`src/rtl/uvmt_apb_st_clknrst_ctrl_pkg.sv`:
```
// ----------------------------------------------------------------------------
// uvmt_apb_st_clknrst_ctrl_pkg
//   Shared types and defaults for the APB self-test clock-enable / reset
//   sequencer.
//   - state_e   : sequencer FSM states
//   - DEF_*     : default parameter values for the top and the divider
//   - idx_width : width of the channel index for a given channel count
// ----------------------------------------------------------------------------
package uvmt_apb_st_clknrst_ctrl_pkg;

    localparam int DEF_NUM_CH     = 4;
    localparam int DEF_DIV_W      = 8;
    localparam int DEF_DLY_W      = 8;
    localparam int DEF_SW_RST_CYC = 4;

    typedef enum logic [1:0] {
        IDLE    = 2'd0,
        RELEASE = 2'd1,
        DONE    = 2'd2,
        SWRST   = 2'd3
    } state_e;

    // A single channel still needs a 1-bit index register.
    function automatic int idx_width(input int num_ch);
        return (num_ch > 1) ? $clog2(num_ch) : 1;
    endfunction

endpackage

```
`src/rtl/uvmt_apb_st_clknrst_div.sv`:
```
// ----------------------------------------------------------------------------
// uvmt_apb_st_clknrst_div
//   One channel's clock-enable divider. The ratio is latched on restart, so
//   later changes on the ratio input have no effect until the next restart.
//   Ratio N>=2 gives a one-cycle strobe every N cycles, the first strobe in
//   the cycle right after the restart edge; N=0/1 holds the strobe high.
//
//   clk     in   free-running clock
//   reset   in   synchronous, active-high reset (strobe low, counters 0)
//   restart in   latch ratio and restart the phase
//   run     in   advance the divider
//   ratio   in   DIV_W divide ratio
//   clk_en  out  registered clock-enable strobe
// ----------------------------------------------------------------------------
module uvmt_apb_st_clknrst_div
    import uvmt_apb_st_clknrst_ctrl_pkg::*;
#(
    parameter int DIV_W = DEF_DIV_W
) (
    input  logic             clk,
    input  logic             reset,
    input  logic             restart,
    input  logic             run,
    input  logic [DIV_W-1:0] ratio,
    output logic             clk_en
);

    logic [DIV_W-1:0] ratio_q;
    logic [DIV_W-1:0] cnt_q;

    always_ff @(posedge clk) begin
        if (reset) begin
            ratio_q <= '0;
            cnt_q   <= '0;
            clk_en  <= 1'b0;
        end else if (restart) begin
            // Strobe goes high on the restart edge itself: phase 0.
            ratio_q <= ratio;
            cnt_q   <= '0;
            clk_en  <= 1'b1;
        end else if (run) begin
            if (ratio_q <= DIV_W'(1)) begin
                cnt_q  <= '0;
                clk_en <= 1'b1;
            end else if (cnt_q == ratio_q - DIV_W'(1)) begin
                cnt_q  <= '0;
                clk_en <= 1'b1;
            end else begin
                cnt_q  <= cnt_q + DIV_W'(1);
                clk_en <= 1'b0;
            end
        end
    end

endmodule

```
`src/rtl/uvmt_apb_st_clknrst_ctrl.sv`:
```
// ----------------------------------------------------------------------------
// uvmt_apb_st_clknrst_ctrl
//   Clock-enable and reset sequencer for the APB self-test bench. Generates
//   NUM_CH divided clock-enable strobes and NUM_CH reset pairs from one clock.
//   After a start, channel resets are released in index order, channel i
//   waiting rst_dly[i]+1 cycles after the previous one.
//
//   Optional feature macro: UVMT_APB_ST_CLKNRST_CTRL_SW_RST_EN
//     When defined, sw_rst_req in DONE pulses ch_reset on the masked channels
//     for SW_RST_CYC cycles. When undefined, sw_rst_req/sw_rst_mask are
//     ignored and the SWRST state is unreachable.
//
//   clk          in   sole clock, rising edge
//   reset        in   synchronous, active-high reset
//   start        in   sequence request (pulse or level), taken in IDLE/DONE
//   div_ratio    in   NUM_CH*DIV_W per-channel divide ratios
//   rst_dly      in   NUM_CH*DLY_W per-channel release delays
//   sw_rst_req   in   software reset request
//   sw_rst_mask  in   NUM_CH channels targeted by sw_rst_req
//   ch_clk_en    out  NUM_CH clock-enable strobes
//   ch_reset     out  NUM_CH active-high channel resets
//   ch_reset_n   out  NUM_CH complement of ch_reset
//   busy         out  release sequence or software reset in progress
//   done         out  all channels released
// ----------------------------------------------------------------------------
module uvmt_apb_st_clknrst_ctrl
    import uvmt_apb_st_clknrst_ctrl_pkg::*;
#(
    parameter int NUM_CH     = DEF_NUM_CH,
    parameter int DIV_W      = DEF_DIV_W,
    parameter int DLY_W      = DEF_DLY_W,
    parameter int SW_RST_CYC = DEF_SW_RST_CYC
) (
    input  logic                    clk,
    input  logic                    reset,
    input  logic                    start,
    input  logic [NUM_CH*DIV_W-1:0] div_ratio,
    input  logic [NUM_CH*DLY_W-1:0] rst_dly,
    input  logic                    sw_rst_req,
    input  logic [NUM_CH-1:0]       sw_rst_mask,
    output logic [NUM_CH-1:0]       ch_clk_en,
    output logic [NUM_CH-1:0]       ch_reset,
    output logic [NUM_CH-1:0]       ch_reset_n,
    output logic                    busy,
    output logic                    done
);

    localparam int IDX_W = idx_width(NUM_CH);

    logic [NUM_CH-1:0][DIV_W-1:0] div_in;
    logic [NUM_CH-1:0][DLY_W-1:0] dly_in;

    assign div_in = div_ratio;
    assign dly_in = rst_dly;

    state_e                       state_q, state_d;
    logic [IDX_W-1:0]             idx_q,   idx_d;
    logic [DLY_W-1:0]             cnt_q,   cnt_d;
    logic [NUM_CH-1:0]            rst_q,   rst_d;
    logic                         busy_d,  done_d;
    logic [NUM_CH-1:0][DLY_W-1:0] dly_sh_q;
    logic                         accept;
    logic                         last;

    assign last = (idx_q == IDX_W'(NUM_CH - 1));

`ifdef UVMT_APB_ST_CLKNRST_CTRL_SW_RST_EN
    localparam int SW_W = (SW_RST_CYC > 1) ? $clog2(SW_RST_CYC) : 1;

    logic [SW_W-1:0]   sw_cnt_q,  sw_cnt_d;
    logic [NUM_CH-1:0] sw_mask_q, sw_mask_d;

    always_ff @(posedge clk) begin
        if (reset) begin
            sw_cnt_q  <= '0;
            sw_mask_q <= '0;
        end else begin
            sw_cnt_q  <= sw_cnt_d;
            sw_mask_q <= sw_mask_d;
        end
    end
`else
    logic unused_sw;
    assign unused_sw = sw_rst_req ^ (^sw_rst_mask) ^ (SW_RST_CYC == 0);
`endif

    // ------------------------------------------------------------------
    // Sequencer state register and shadowed delays
    // ------------------------------------------------------------------
    always_ff @(posedge clk) begin
        if (reset) begin
            state_q  <= IDLE;
            idx_q    <= '0;
            cnt_q    <= '0;
            rst_q    <= '1;
            busy     <= 1'b0;
            done     <= 1'b0;
            dly_sh_q <= '0;
        end else begin
            state_q <= state_d;
            idx_q   <= idx_d;
            cnt_q   <= cnt_d;
            rst_q   <= rst_d;
            busy    <= busy_d;
            done    <= done_d;
            if (accept)
                dly_sh_q <= dly_in;
        end
    end

    // ------------------------------------------------------------------
    // Next-state / output logic
    // ------------------------------------------------------------------
    always_comb begin
        state_d = state_q;
        idx_d   = idx_q;
        cnt_d   = cnt_q;
        rst_d   = rst_q;
        busy_d  = busy;
        done_d  = done;
        accept  = 1'b0;
`ifdef UVMT_APB_ST_CLKNRST_CTRL_SW_RST_EN
        sw_cnt_d  = sw_cnt_q;
        sw_mask_d = sw_mask_q;
`endif

        case (state_q)
            IDLE, DONE: begin
                // start has priority over a software reset request.
                if (start) begin
                    accept  = 1'b1;
                    state_d = RELEASE;
                    idx_d   = '0;
                    cnt_d   = dly_in[0];
                    rst_d   = '1;
                    busy_d  = 1'b1;
                    done_d  = 1'b0;
                end
`ifdef UVMT_APB_ST_CLKNRST_CTRL_SW_RST_EN
                else if (state_q == DONE && sw_rst_req && (|sw_rst_mask)) begin
                    state_d   = SWRST;
                    sw_mask_d = sw_rst_mask;
                    sw_cnt_d  = SW_W'(SW_RST_CYC - 1);
                    rst_d     = rst_q | sw_rst_mask;
                    busy_d    = 1'b1;
                end
`endif
            end

            RELEASE: begin
                if (cnt_q == '0) begin
                    rst_d[idx_q] = 1'b0;
                    if (last) begin
                        state_d = DONE;
                        busy_d  = 1'b0;
                        done_d  = 1'b1;
                    end else begin
                        idx_d = idx_q + IDX_W'(1);
                        cnt_d = dly_sh_q[idx_q + IDX_W'(1)];
                    end
                end else begin
                    cnt_d = cnt_q - DLY_W'(1);
                end
            end

`ifdef UVMT_APB_ST_CLKNRST_CTRL_SW_RST_EN
            SWRST: begin
                // Entry edge counts as the first pulse cycle.
                if (sw_cnt_q == '0) begin
                    rst_d   = rst_q & ~sw_mask_q;
                    state_d = DONE;
                    busy_d  = 1'b0;
                end else begin
                    sw_cnt_d = sw_cnt_q - SW_W'(1);
                end
            end
`endif

            default: state_d = IDLE;
        endcase
    end

    assign ch_reset   = rst_q;
    assign ch_reset_n = ~rst_q;

    // ------------------------------------------------------------------
    // Per-channel dividers: free-run everywhere except IDLE, phase-aligned
    // by the start accept.
    // ------------------------------------------------------------------
    logic run;
    assign run = (state_q != IDLE);

    for (genvar g = 0; g < NUM_CH; g++) begin : g_div
        uvmt_apb_st_clknrst_div #(
            .DIV_W (DIV_W)
        ) u_div (
            .clk     (clk),
            .reset   (reset),
            .restart (accept),
            .run     (run),
            .ratio   (div_in[g]),
            .clk_en  (ch_clk_en[g])
        );
    end

endmodule
```
`config.mk`:
```
export PLATFORM = sky130hd
export DESIGN_NAME = uvmt_apb_st_clknrst_ctrl
export DESIGN_NICKNAME = d
export VERILOG_FILES = /design/src/rtl/uvmt_apb_st_clknrst_ctrl_pkg.sv /design/src/rtl/uvmt_apb_st_clknrst_div.sv /design/src/rtl/uvmt_apb_st_clknrst_ctrl.sv
export SDC_FILE = /design/constraint.sdc
export NUM_CORES = 1
export LEC_CHECK = 0
export CAP_MARGIN = 20
export CORE_MARGIN = 2
export CORE_UTILIZATION = 45
export DETAILED_ROUTE_END_ITERATION = 7
export PLACE_DENSITY = 0.63
export SYNTH_ARGS = -nofsm -noshare
export SYNTH_HDL_FRONTEND = slang
export SYNTH_HIERARCHICAL = 1
export SYNTH_SLANG_ARGS = --single-unit
```
`constraint.sdc`:
```
create_clock -name clk -period 4.7 [get_ports clk]
set_input_delay 0.705 -clock clk [delete_from_list [all_inputs] [get_ports clk]]
set_output_delay 0.705 -clock clk [all_outputs]
set_load 0.02 [all_outputs]
```
# Word-level counts from Yosys, hierarchy flattened

Cells that the tools add are included.

Register bits after elaboration: 118

$lt $le $gt $ge: 7
Eq/ne operators: 12
Add/subtract/negate cells: 10
Reductions and logical operators: 13
Muxes and demuxes: 53
Bitwise logic cells: 3

Operator list:

| operator              | number |
|---|---|
| $mux W8               | 12 |
| $sub A8 B1 Y8 const B | 5 |
| $add A8 B1 Y8 const B | 4 |
| $eq A8 B8 Y1          | 4 |
| $le A8 B1 Y1 const B  | 4 |
| $mux W1               | 25 |
| $bmux W8 S2           | 1 |
| $pmux W8 S2           | 1 |
| $mux W2               | 6 |
| $reduce_and A3 Y1     | 3 |
| $logic_not A8 Y1      | 1 |
| $mux W4               | 2 |
| $ne A2 B2 Y1 const B  | 4 |
| $not A4 Y4            | 2 |
| $pmux W2 S2           | 2 |
| $pmux W4 S2           | 1 |
| $reduce_and A4 Y1     | 2 |
| $lt A2 B3 Y1 const B  | 2 |
| $reduce_bool A2 Y1    | 3 |
| $and A4 B4 Y4         | 1 |
| $eq A2 B2 Y1 const B  | 2 |
| $pmux W1 S2           | 2 |
| $reduce_or A2 Y1      | 2 |
| $ne A3 B3 Y1 const B  | 1 |
| 6 further kinds       | 6 |

# Depth between registers and ports, before layout

Depth after elaboration: 8
Gate-level depth with buffers: 9
Mapped depth without buffers: 8

# By module

The synthesis kept the hierarchy.

Modules (own cells, without submodules):

| module                   | cells each | sequential area each (um^2) | area an instance (um^2) | times used |
|---|---|---|---|---|
| uvmt_apb_st_clknrst_div  | 112        | 340.3                       | 1003.5                  | 4 |
| uvmt_apb_st_clknrst_ctrl | 280        | 1001.0                      | 2369.8                  | 1 |

# Worst setup path before layout

Ideal clock, no wire load.

Kind: input port to flip-flop
Start point: input port start
End point: register g_div[0].u_div.cnt_q[1]
Required time: 4.580 ns
Setup slack: 2.286 ns
Stages: 8
Arrival time: 2.294 ns
Buffers on the path: 3
Cells stage by stage: nand2b_1 clkbuf_1 inv_2 clkbuf_1 clkbuf_1 nor3_1 a21oi_4 nor2_1

Cells in the longest elaborated chain, start to end: 3

RTL lines:

| item                              | RTL line                        | RTL |
|---|---|---|
| from (decl)                       | uvmt_apb_st_clknrst_ctrl.sv:36  | `input logic start,` |
| $mux W1                           | uvmt_apb_st_clknrst_ctrl.sv:130 | `if (start) begin` |
| $mux W1                           | uvmt_apb_st_clknrst_ctrl.sv:127 | `case (state_q)` |
| named net accept                  | uvmt_apb_st_clknrst_ctrl.sv:62  | `logic accept;` |
| $reduce_or A2 Y1 (no source line) | -                               |  |
| to (signal assigned)              | uvmt_apb_st_clknrst_div.sv:49   | `cnt_q <= cnt_q + DIV_W'(1);` |
| to (decl)                         | uvmt_apb_st_clknrst_div.sv:29   | `logic [DIV_W-1:0] cnt_q;` |

The timed path passes the listed nets, and every way through them passes these cells.
A chain may end at the register's enable or synchronous reset.

# Final worst setup path

Start point: input port start
End point: register g_div[2].u_div.cnt_q[0]

Cells in the longest elaborated chain, start to end: 3

RTL lines:

| item                              | RTL line |
|---|---|
| $mux W1                           | uvmt_apb_st_clknrst_ctrl.sv:130 |
| $mux W1                           | uvmt_apb_st_clknrst_ctrl.sv:127 |
| $reduce_or A2 Y1 (no source line) | - |
| to (signal assigned)              | uvmt_apb_st_clknrst_div.sv:49 |
| to (decl)                         | uvmt_apb_st_clknrst_div.sv:29 |

No other way between the ends.

==> flow_summary_export.csv <==
group,metric,value,unit
sta,tns,0,ns
drt,wl_per_cell,15.17,microns
synth,synthMuxAreaShare,0.08644,
placed_design,place.gp.congestion,0.8396,
finish,final_nets,884,
critical_path,worstPathArrival,3.41,ns
hold_path,worst_hold_path_type,"flip-flop to flip-flop",
critical_path,cp-start-kind,"primary input",
critical_path,worstPathCellList,"clkdlybuf4s50_1 > nand2b_1 > buf_4 > clkinv_2 > a21oi_1 > nor2b_1 > nand3_1 > o21ai_1",
synth,synth-adder-area-share,0.03528,
grt,grt_overflow_total,0,
grt,grt_max_degree,43,
power,p_leak,2.897,nW
clock_tree,htree_levels,4,
drt,vias,5386,
die,core_area,13880,sq um
power,power_density,361.9,nW/um^2
critical_path,crit_buf_inv,3,
sta,setup_viol,0,
synth,synthSimpleGateAreaFrac,0.2246,
synth,synth-xor-area-share,0.07820,
synth,ys_warn_count,6,
synth,synth-compound-area-share,0.1705,
drt,drt-vias-per-instance,5.468,
finish,syn_to_final_growth,23.17,%
clock_tree,root_buffer,"clkbuf_16",
die,io_pins,86,
finish,postLayoutCoreUtil,0.5664,
clock_tree,cts.sinks,118,
sta,tightest_slew,0.8401,ns
synth,yosysUniqueCellTypes,60,
drt,first_pass_iters,4,
clock_tree,cts_resized,0,
drt,drc,0,
critical_path,end_kind,"flip-flop",
die,fp.dieW,123.1,microns
synth,synth_async_sr_flop_share,0,
drt,ant_nets,0,
finish,n_fill_cell,1219,
sta,fin_crit_sh,0.6533,
clock_tree,postCtsSetupRepairBufs,0,
clock_tree,path_clk_slew,0.05,ns
critical_path,crit_type,"primary input to flip-flop",
synth,avgSynthCellArea,8.769,sq um
synth,synth_top_family_by_area,"simple AND/OR/NAND/NOR gates",
placed_design,hpwl,10470,microns
critical_path,cp_top_family,"buffers and inverters",
sta,clock_skew,0.01033,ns
finish,drive_above_1_share,0.09317,
finish,insertedDiodeCount,0,
sta,hold_viol_final,0,
sta,rsz0062_at_grt,"no",
sta,slew_violations,0,
clock_tree,cts_buffer_depth,2,
grt,track_usage,0.2057,
synth,ys_seq_elements,118,
clock_tree,cts_tree,"built",
synth,synth-edff-count,0,
job,timing.max_cap.violations,0,
synth,synth_cells,728,
critical_path,critPathRequiredTime,5.04,ns
die,die_area,15150,sq um
outcome,status,"complete, no violations",
synth,syn_area,6384,sq um
finish,layout_common_cells,"dfxtp_1 (118), nand2_1 (103), nor2_1 (81), clkdlybuf4s50_1 (79), a21oi_1 (49)",
drt,wl,14940,microns
sta,layout_min_cycle_time,3.071,ns
grt,antenna_found_initial,0,
power,ir_drop,0.0002422,V
power,total_power,2.845,mW
drt,drtIter0Drc,358,
critical_path,cp_max_fo,42,
critical_path,slowest_delay,0.68,ns
clock_tree,postCtsHoldBufs,0,
grt,grt_pass1_wl,24760,microns
die,rows,43,
grt,grt_pass1_vias,5299,
placed_design,portBuffers,80,
clock_tree,clock_latency,0.41,ns
critical_path,crit_slowest_cell,"clkinv_2",
die,initial_core_util,0.4599,
synth,ys_seq_area_frac,0.3701,
synth,syn_nets,818,
synth,ys.flop_type,"dfxtp_1",
finish,final_common_cell,"dfxtp_1",
clock_tree,cts_buffers,17,
sta,max-slew-margin-rel,0.4348,
sta,fmax,325.7,MHz
die,die_y,123.1,microns
cells in the mapped netlist, drive strengths merged (5+ instances only):
cell type	n	area [sq um]
inv	20	75.07
nor2b	19	118.9
dfxtp	118	2362
xor2	25	219.0
or2	5	31.28
a211o	7	61.31
xnor2	32	280.3
nor2	81	304.0
or3	15	113.9
mux4	8	180.2
a311oi	7	86.34
clkbuf	38	142.6
nand4	15	93.84
nor3	21	116.4
a21oi	53	310.3
a31oi	9	56.30
o21ai	17	85.08
nand2	103	386.6
nand3	7	35.03
mux2i	36	360.4
ha	18	225.2
nor4	9	62.56
o311ai	6	52.55
layer usage:
metal	wire, microns	share of wire	global-route usage
met5	0	0	0
met2	7239	0.48	0.3453
met4	285	0.019	0.08381
met3	646	0.043	0.04566
met1	6770	0.45	0.2559
path summary, 6_finish.rpt:
check	slack, ns	start	cells past startpoint	end
max	1.63	start	8	g_div[2].u_div/cnt_q[0]
min	0.45	dly_sh_q[12]	2	dly_sh_q[12]
max reg2reg	1.92	state_q[0]	7	g_div[2].u_div/cnt_q[0]
min reg2reg	0.45	dly_sh_q[12]	2	dly_sh_q[12]
where the power goes:
group | internal [mW] | switching, mW
registers | 1.05 | 0.0570
logic | 0.230 | 0.273
clock network | 0.814 | 0.417
worst min-delay path: stages, from the launching register on:
cell and delay [ns]:
dfxtp_1 0.30, nand2_1 0.05, a21oi_1 0.05
final cells by class:
type / instances / area [sq um] / area share
sequential: 118 / 2362 / 0.3004
timing repair buffer: 86 / 840.8 / 0.1069
tap: 180 / 225.2 / 0.02864
clock inverter: 4 / 70.07 / 0.008912
multi-input combinational: 551 / 3799 / 0.4831
clock buffer: 26 / 489.2 / 0.06222
inverter: 20 / 76.32 / 0.009707
logic make-up after synthesis:
group	count (synthesis)
and+or+nand+nor	296
buffers and inverters	59
AOI/OAI and AO/OA	135
xor gates and xnor gates	57
muxes	45
DFF	118
adders and majority gates	18
flip-flops by register name (all words and copies together) (netlist names):
| name | cells |
|---|---|
| state_q | 2 |
| ch_reset | 4 |
| busy | 1 |
| done | 1 |
| cnt_q | 8 |
| idx_q | 2 |
| dly_sh_q | 32 |
| g_div.u_div/cnt_q | 32 |
| g_div.u_div/clk_en | 4 |
| g_div.u_div/ratio_q | 32 |
stage by stage:
step,hold slack [ns],setup slack (ns),instances,area (sq um)
after floorplan,0.4331,2.286,728,6384
after global placement,0.4412,1.352,955,7303
after detailed placement,0.4466,1.221,955,7303
after CTS,0.4535,1.628,985,7863
after global routing,0.4790,1.397,985,7863
final,0.4543,1.629,985,7863
No activity file was read; power rests on OpenSTA's default activity.
